==> config.mk <==
export PLATFORM = sky130hd
export DESIGN_NAME = wpb_multi_gen
export DESIGN_NICKNAME = d
export VERILOG_FILES = /design/src/rtl/wpb_pkg.sv /design/src/rtl/wpb_chan.sv /design/src/rtl/wpb_multi_gen.sv
export SDC_FILE = /design/constraint.sdc
export NUM_CORES = 1
export LEC_CHECK = 0
export BUFFER_PORTS_ARGS = -buffer_cell sky130_fd_sc_hd__buf_4
export CORE_ASPECT_RATIO = 1.4
export CORE_MARGIN = 4
export CORE_UTILIZATION = 62
export CTS_CLUSTER_SIZE = 30
export DETAILED_ROUTE_END_ITERATION = 8
export PLACE_DENSITY = 0.82
export SYNTH_ARGS = -nofsm -noshare
export SYNTH_HDL_FRONTEND = slang
export SYNTH_HIERARCHICAL = 1
export SYNTH_SLANG_ARGS = --single-unit
==> constraint.sdc <==
create_clock -name clk -period 4.15 [get_ports clk]
set_input_delay 0.6225 -clock clk [delete_from_list [all_inputs] [get_ports clk]]
set_output_delay 0.6225 -clock clk [all_outputs]
set_load 0.03 [all_outputs]
==> src/rtl/wpb_pkg.sv <==
// Shared types and helpers for the multi-channel WP# guard generator.
//   wp_state_t    : per-channel FSM state (IDLE / HOLD / COUNT)
//   WP_MODE_*     : per-channel trigger mode encoding on the mode input
//   hold_period() : hold length in clk cycles for a given hold_cyc setting
package wpb_pkg;

  typedef enum logic [1:0] {
    WP_IDLE  = 2'd0,
    WP_HOLD  = 2'd1,
    WP_COUNT = 2'd2
  } wp_state_t;

  localparam logic WP_MODE_LEVEL = 1'b0;
  localparam logic WP_MODE_EDGE  = 1'b1;

  // P = (hold==0 ? def : hold) * scal, evaluated at 32 bits so the product
  // never truncates for any legal hold_cyc value.
  function automatic int unsigned hold_period(input int unsigned hold,
                                              input int unsigned def,
                                              input int unsigned scal);
    return ((hold == 0) ? def : hold) * scal;
  endfunction

endpackage

==> src/rtl/wpb_chan.sv <==
// One WP# guard channel: trigger FSM, hold counter and req edge detector.
// Ports:
//   clk, reset : system clock, synchronous active-high reset
//   req        : write-pause request (level)
//   mode       : 0 = LEVEL, 1 = EDGE (sampled only while IDLE)
//   hold_cyc   : hold length in SCK periods, 0 selects WP_CYC
//   state      : current FSM state (debug / busy derivation)
//   wpb_next   : unregistered next value of this channel's wpb (1 = released)
//   done       : registered 1-clk pulse on the edge the channel returns to IDLE
// req is a plain level; there is no valid/ready handshake on this block.
module wpb_chan
  import wpb_pkg::*;
#(
  parameter int unsigned CLK_SCK_SCAL = 40,
  parameter int unsigned WP_CYC       = 16,
  parameter int unsigned MAX_WP_CYC   = 255,
  localparam int unsigned HOLD_W = $clog2(MAX_WP_CYC + 1),
  localparam int unsigned CNT_W  = (MAX_WP_CYC * CLK_SCK_SCAL > 1) ?
                                   $clog2(MAX_WP_CYC * CLK_SCK_SCAL) : 1
) (
  input  logic              clk,
  input  logic              reset,
  input  logic              req,
  input  logic              mode,
  input  logic [HOLD_W-1:0] hold_cyc,
  output wp_state_t         state,
  output logic              wpb_next,
  output logic              done
);

  wp_state_t        state_nxt;
  logic [CNT_W-1:0] cnt, cnt_nxt;
  logic             req_q, arm_q;
  logic             mode_q, mode_nxt;
  logic             done_nxt;
  logic             rise;
  logic [31:0]      p_full;
  logic [CNT_W-1:0] p_m1, p_m2;

  // P is always derived from the live hold_cyc; it only matters on the
  // cycles where the counter is (re)loaded, which is what latches it.
  assign p_full = hold_period(32'(hold_cyc), WP_CYC, CLK_SCK_SCAL);
  assign p_m1   = CNT_W'(p_full - 32'd1);
  assign p_m2   = CNT_W'(p_full - 32'd2);

  // arm_q masks the first cycle after reset: a req that was already high
  // while in reset must not look like a rising edge.
  assign rise = req & ~req_q & arm_q;

  always_ff @(posedge clk) begin
    if (reset) begin
      state  <= WP_IDLE;
      cnt    <= '0;
      req_q  <= 1'b0;
      arm_q  <= 1'b0;
      mode_q <= WP_MODE_LEVEL;
      done   <= 1'b0;
    end else begin
      state  <= state_nxt;
      cnt    <= cnt_nxt;
      req_q  <= req;
      arm_q  <= 1'b1;
      mode_q <= mode_nxt;
      done   <= done_nxt;
    end
  end

  always_comb begin
    state_nxt = state;
    cnt_nxt   = cnt;
    mode_nxt  = mode_q;
    done_nxt  = 1'b0;
    case (state)
      WP_IDLE: begin
        mode_nxt = mode;
        cnt_nxt  = '0;
        if (mode == WP_MODE_LEVEL) begin
          if (req) begin
            state_nxt = WP_HOLD;
            cnt_nxt   = p_m1;
          end
        end else if (rise) begin
          state_nxt = WP_COUNT;
          cnt_nxt   = p_m1;
        end
      end
      WP_HOLD: begin
        if (req) begin
          cnt_nxt = p_m1;
        end else if (p_full <= 32'd1) begin
          // P==1: the release falls on the very next edge; P-2 would wrap.
          state_nxt = WP_IDLE;
          cnt_nxt   = '0;
          done_nxt  = 1'b1;
        end else begin
          state_nxt = WP_COUNT;
          cnt_nxt   = p_m2;
        end
      end
      WP_COUNT: begin
        if (mode_q == WP_MODE_LEVEL && req) begin
          state_nxt = WP_HOLD;
          cnt_nxt   = p_m1;
        end else if (mode_q == WP_MODE_EDGE && rise) begin
          cnt_nxt = p_m1;
        end else if (cnt == '0) begin
          state_nxt = WP_IDLE;
          done_nxt  = 1'b1;
        end else begin
          cnt_nxt = cnt - CNT_W'(1);
        end
      end
      default: begin
        state_nxt = WP_IDLE;
        cnt_nxt   = '0;
      end
    endcase
  end

  assign wpb_next = (state_nxt == WP_IDLE);

endmodule

==> src/rtl/wpb_multi_gen.sv <==
// Multi-channel write-protect (WP#) guard generator.
// Ports:
//   clk, reset : system clock, synchronous active-high reset
//   req        : per-channel write-pause request (level)
//   mode       : per-channel 0 = LEVEL, 1 = EDGE
//   hold_cyc   : per-channel hold in SCK periods, ch0 in the LSBs
//   force_wp   : global override, drives every wpb low while high
//   wpb        : registered active-low write protect per channel
//   busy       : channel FSM not IDLE
//   done       : 1-clk pulse on the edge a channel releases
module wpb_multi_gen
  import wpb_pkg::*;
#(
  parameter int unsigned N_CH         = 4,
  parameter int unsigned CLK_SCK_SCAL = 40,
  parameter int unsigned WP_CYC       = 16,
  parameter int unsigned MAX_WP_CYC   = 255,
  localparam int unsigned HOLD_W = $clog2(MAX_WP_CYC + 1)
) (
  input  logic                     clk,
  input  logic                     reset,
  input  logic [N_CH-1:0]          req,
  input  logic [N_CH-1:0]          mode,
  input  logic [N_CH*HOLD_W-1:0]   hold_cyc,
  input  logic                     force_wp,
  output logic [N_CH-1:0]          wpb,
  output logic [N_CH-1:0]          busy,
  output logic [N_CH-1:0]          done
);

  logic [N_CH-1:0] wpb_nxt;
  wp_state_t       ch_state [N_CH];

  for (genvar i = 0; i < N_CH; i++) begin : g_ch
    wpb_chan #(
      .CLK_SCK_SCAL (CLK_SCK_SCAL),
      .WP_CYC       (WP_CYC),
      .MAX_WP_CYC   (MAX_WP_CYC)
    ) u_chan (
      .clk      (clk),
      .reset    (reset),
      .req      (req[i]),
      .mode     (mode[i]),
      .hold_cyc (hold_cyc[i*HOLD_W +: HOLD_W]),
      .state    (ch_state[i]),
      .wpb_next (wpb_nxt[i]),
      .done     (done[i])
    );
    assign busy[i] = (ch_state[i] != WP_IDLE);
  end

  // force_wp is folded into the same register stage as the FSM result, so
  // it reaches the pads with the same one-edge latency as a request.
  always_ff @(posedge clk) begin
    if (reset) wpb <= '1;
    else       wpb <= wpb_nxt & ~{N_CH{force_wp}};
  end

endmodule

==> results by group <==
Routing
  – Post-DRT Antenna Nets: 0
  – Drt via density: around 6
  – DRT iter0 DRCs: 288
  – DR WL/cell: between 15 and 20 µm
  – Vias: about 7400
  – Total wire length: around 18000 µm
  – DRC Markers: 0
  – TritonRoute pass-1 iters: 5

Die
  – Initial Utilization: 0.635
  – # IOs: 55
  – Die Height: ~140 µm
  – CORE AREA: 12400 µm²
  – Die ar.: between 10000 and 15000 µm²
  – Chip width: approximately 100 µm
  – Row cnt: 48

Pwr
  – Power per cell area: about 420 nW/µm²
  – Worst VDD drop: approximately 0.22 mV
  – Leakage power: approximately 3.7 nW

Place
  – GP Congestion: approximately 0.87
  – Dpl cell area: about 8300 µm²
  – Detailed Place HPWL: about 14000 µm
  – Port Buf Inserts: 54
  – Place WS: between 0.01 and 0.015 ns

Logic synthesis
  – Seq/Total Area, Yosys: 0.214
  – Number of synthesized flops with an enable pin: 0
  – Synthesized area per cell: between 7 and 8 µm²
  – FFs w/ async S/R, synth: 0
  – Post-Syn Area: a little under 8000 µm²
  – Yosys Warn Count: 6
  – Distinct cells, synth: a little over 90
  – Syn_nets: roughly 1100
  – Ys flop type: dfxtp_1
  – #FFs+latches synth: 84
  – Synth Instances: roughly 1000

Worst setup path
  – Startpoint Class: primary input
  – CP max stage delay: about 0.43 ns
  – CP Class: primary input to flop
  – CP delay by family, top: simple AND/OR/NAND/NOR gates
  – WP buf/inv: 1
  – Max Fanout on Critical Path: 4
  – CP required: around 4.4 ns
  – Cells along the critical path: buf_4 -> nor4_1 -> and3_1 -> nor2_1 -> mux2_2 -> ha_1 -> fa_1 -> a211o_1 -> nand3_1 -> nor3b_1 -> nand2_1 -> or4_1 -> a31oi_1 -> a21o_1 -> a21o_1
  – CP arrival: between 4 and 5 ns
  – CP max-delay cell: or4_1
  – Critical path capture point type: flop
  – Crit-path most repeated cell: a21o_1

CTS
  – CTS Buf Count: 9
  – Clock-pin slew on the worst setup and hold paths: 0.06 ns
  – Worst-Skew Late Latency: roughly 0.34 ns
  – Clock H-tree levels: 3
  – CTS tree: done
  – Root Driver: clkbuf_16
  – Post-CTS sizing: 0
  – Max Root-Sink Buffers: 2
  – Hold_buf cts: 0
  – Sink Count: 84
  – # Post-CTS Setup Buffers: 0

Timing
  – Clock period minus worst slack: ~3.8 ns
  – Slew @ Worst Pin: a little over 0.8 ns
  – Worst setup slack after layout: between 0.3 and 0.4 ns
  – Max Fclk: 262 MHz
  – Total negative setup slack: 0 ns
  – Setup violators final: 0
  – RSZ-0062 raised after global routing: false
  – Fin Hold WS: between 0.4 and 0.5 ns
  – Rel. slew slack: 0.457
  – Final hold violations: 0
  – Period utilization: 0.919
  – Max-slew violation count: 0
  – Fin Clk Skew: 0.00735 ns

Cells and area
  – Post-layout instance area: about 8700 µm²
  – NumNets Final: between 1000 and 1500
  – Most common cell after layout, fill and taps aside: nand2_1
  – Ant diodes: 0
  – P&R area growth vs syn: 10.1%
  – Share of post-route cells with drive strength above 1: 0.137
  – Commonest cells after routing, fill and taps aside: nand2_1 (99), nor2_1 (92), dfxtp_1 (84)

Global route
  – Number of global-route vias before repair: between 7000 and 8000
  – Global Route Usage Sum: 0.251
  – Largest net degree at the start of global routing: 38
  – Initial antenna violation count: 0
  – First-pass GRT wire length: 30600 µm
  – Gr ovfl total: 0

Outcome
  – Outcome: finished, final reports clean

Hold path
  – Worst min-delay path category: flop to flop

Run
  – Max Cap Violations: 0
==> cells by family after synthesis <==
family / count (synthesis) / share of synthesized area
flops: 84 / 0.214
fa+ha+maj: 64 / 0.106
simple gates: 397 / 0.273
buf+inv: 98 / 0.0541
xor+xnor: 90 / 0.106
compound gates: 263 / 0.230
mux: 13 / 0.0172
==> registers in the layout, summed over array words and instances, names as in the netlist <==
register / flops
g_ch.u_chan/state: 8
g_ch.u_chan/done: 4
g_ch.u_chan/arm_q: 4
g_ch.u_chan/req_q: 4
wpb: 4
g_ch.u_chan/mode_q: 4
g_ch.u_chan/cnt: 56
==> Yosys cell counts (7+ instances only) <==
master / instances / area, µm²
xnor2_1: 41 / 359
nand2_1: 99 / 372
o211ai_1: 15 / 113
a211oi_1: 12 / 90.1
nor3_1: 25 / 125
nand4_1: 7 / 43.8
clkbuf_1: 39 / 146
dfxtp_1: 84 / 1680
a21o_1: 18 / 135
a31oi_1: 7 / 43.8
or3_1: 7 / 43.8
nor2_1: 92 / 345
xor2_1: 46 / 403
or4_1: 10 / 75.1
nand2b_1: 19 / 119
a21oi_2: 8 / 70.1
and3_1: 8 / 50.1
and2_1: 16 / 100
inv_1: 44 / 165
nand3_1: 26 / 130
o31ai_1: 12 / 90.1
ha_1: 60 / 751
o32ai_1: 8 / 70.1
o22ai_1: 9 / 56.3
a21oi_1: 60 / 300
mux2i_1: 9 / 90.1
o21ai_0: 49 / 245
nor3b_1: 9 / 67.6
nor4_1: 22 / 138
buf_2: 7 / 35.0
==> routing by layer <==
metal	global-route usage	vias up	part of all wire
met5	0	-	0
met1	0.289	3477	0.42
met3	0.0307	30	0.033
li1	-	3708	-
met2	0.468	147	0.53
met4	0.0791	0	0.018
==> report_power, final <==
group | internal [W] | total, W | switching, W | leakage (nW)
Combinational | 0.000754 | 0.00171 | 0.000960 | 2.89
Sequential | 0.000925 | 0.00104 | 0.000119 | 0.692
Clock | 0.000528 | 0.000852 | 0.000323 | 0.151
==> worst paths after layout <==
| kind | from | slack [ns] | depth (start not counted) | to |
|---|---|---|---|---|
| setup / recovery | hold_cyc[5] | 0.34 | 15 | wpb[0] |
| hold / removal | g_ch[1].u_chan/cnt[0] | 0.50 | 2 | g_ch[1].u_chan/cnt[0] |
| setup reg to reg | g_ch[2].u_chan/cnt[4] | 1.44 | 7 | wpb[2] |
| hold reg to reg | g_ch[1].u_chan/cnt[0] | 0.50 | 2 | g_ch[1].u_chan/cnt[0] |
==> final cells by class <==
| cell class | instances | area (µm²) |
|---|---|---|
| multi-input cells | 827 | 5750 |
| inverters | 45 | 169 |
| repair buffers | 74 | 556 |
| well taps | 150 | 188 |
| fillers | 1055 | 3720 |
| clock buffers | 12 | 236 |
| flip-flops and latches | 84 | 1680 |
| clock inverters | 4 | 73.8 |
==> worst min-delay path, cell delays in order, from the launching register on <==
cell and delay (ns):
dfxtp_1 0.34, nand2_1 0.06, a21oi_1 0.05
==> metrics by stage <==
step,power (W),cells,utilization
4_1_cts,0.00361,1196,0.700
2_1_floorplan,0.00238,1009,-
3_3_place_gp,0.00271,1180,0.675
3_5_place_dp,0.00274,1180,0.675
6_report,0.00361,1196,0.700
5_1_grt,0.00387,1196,0.700
Note: power is estimated with default switching activity, not from simulation.
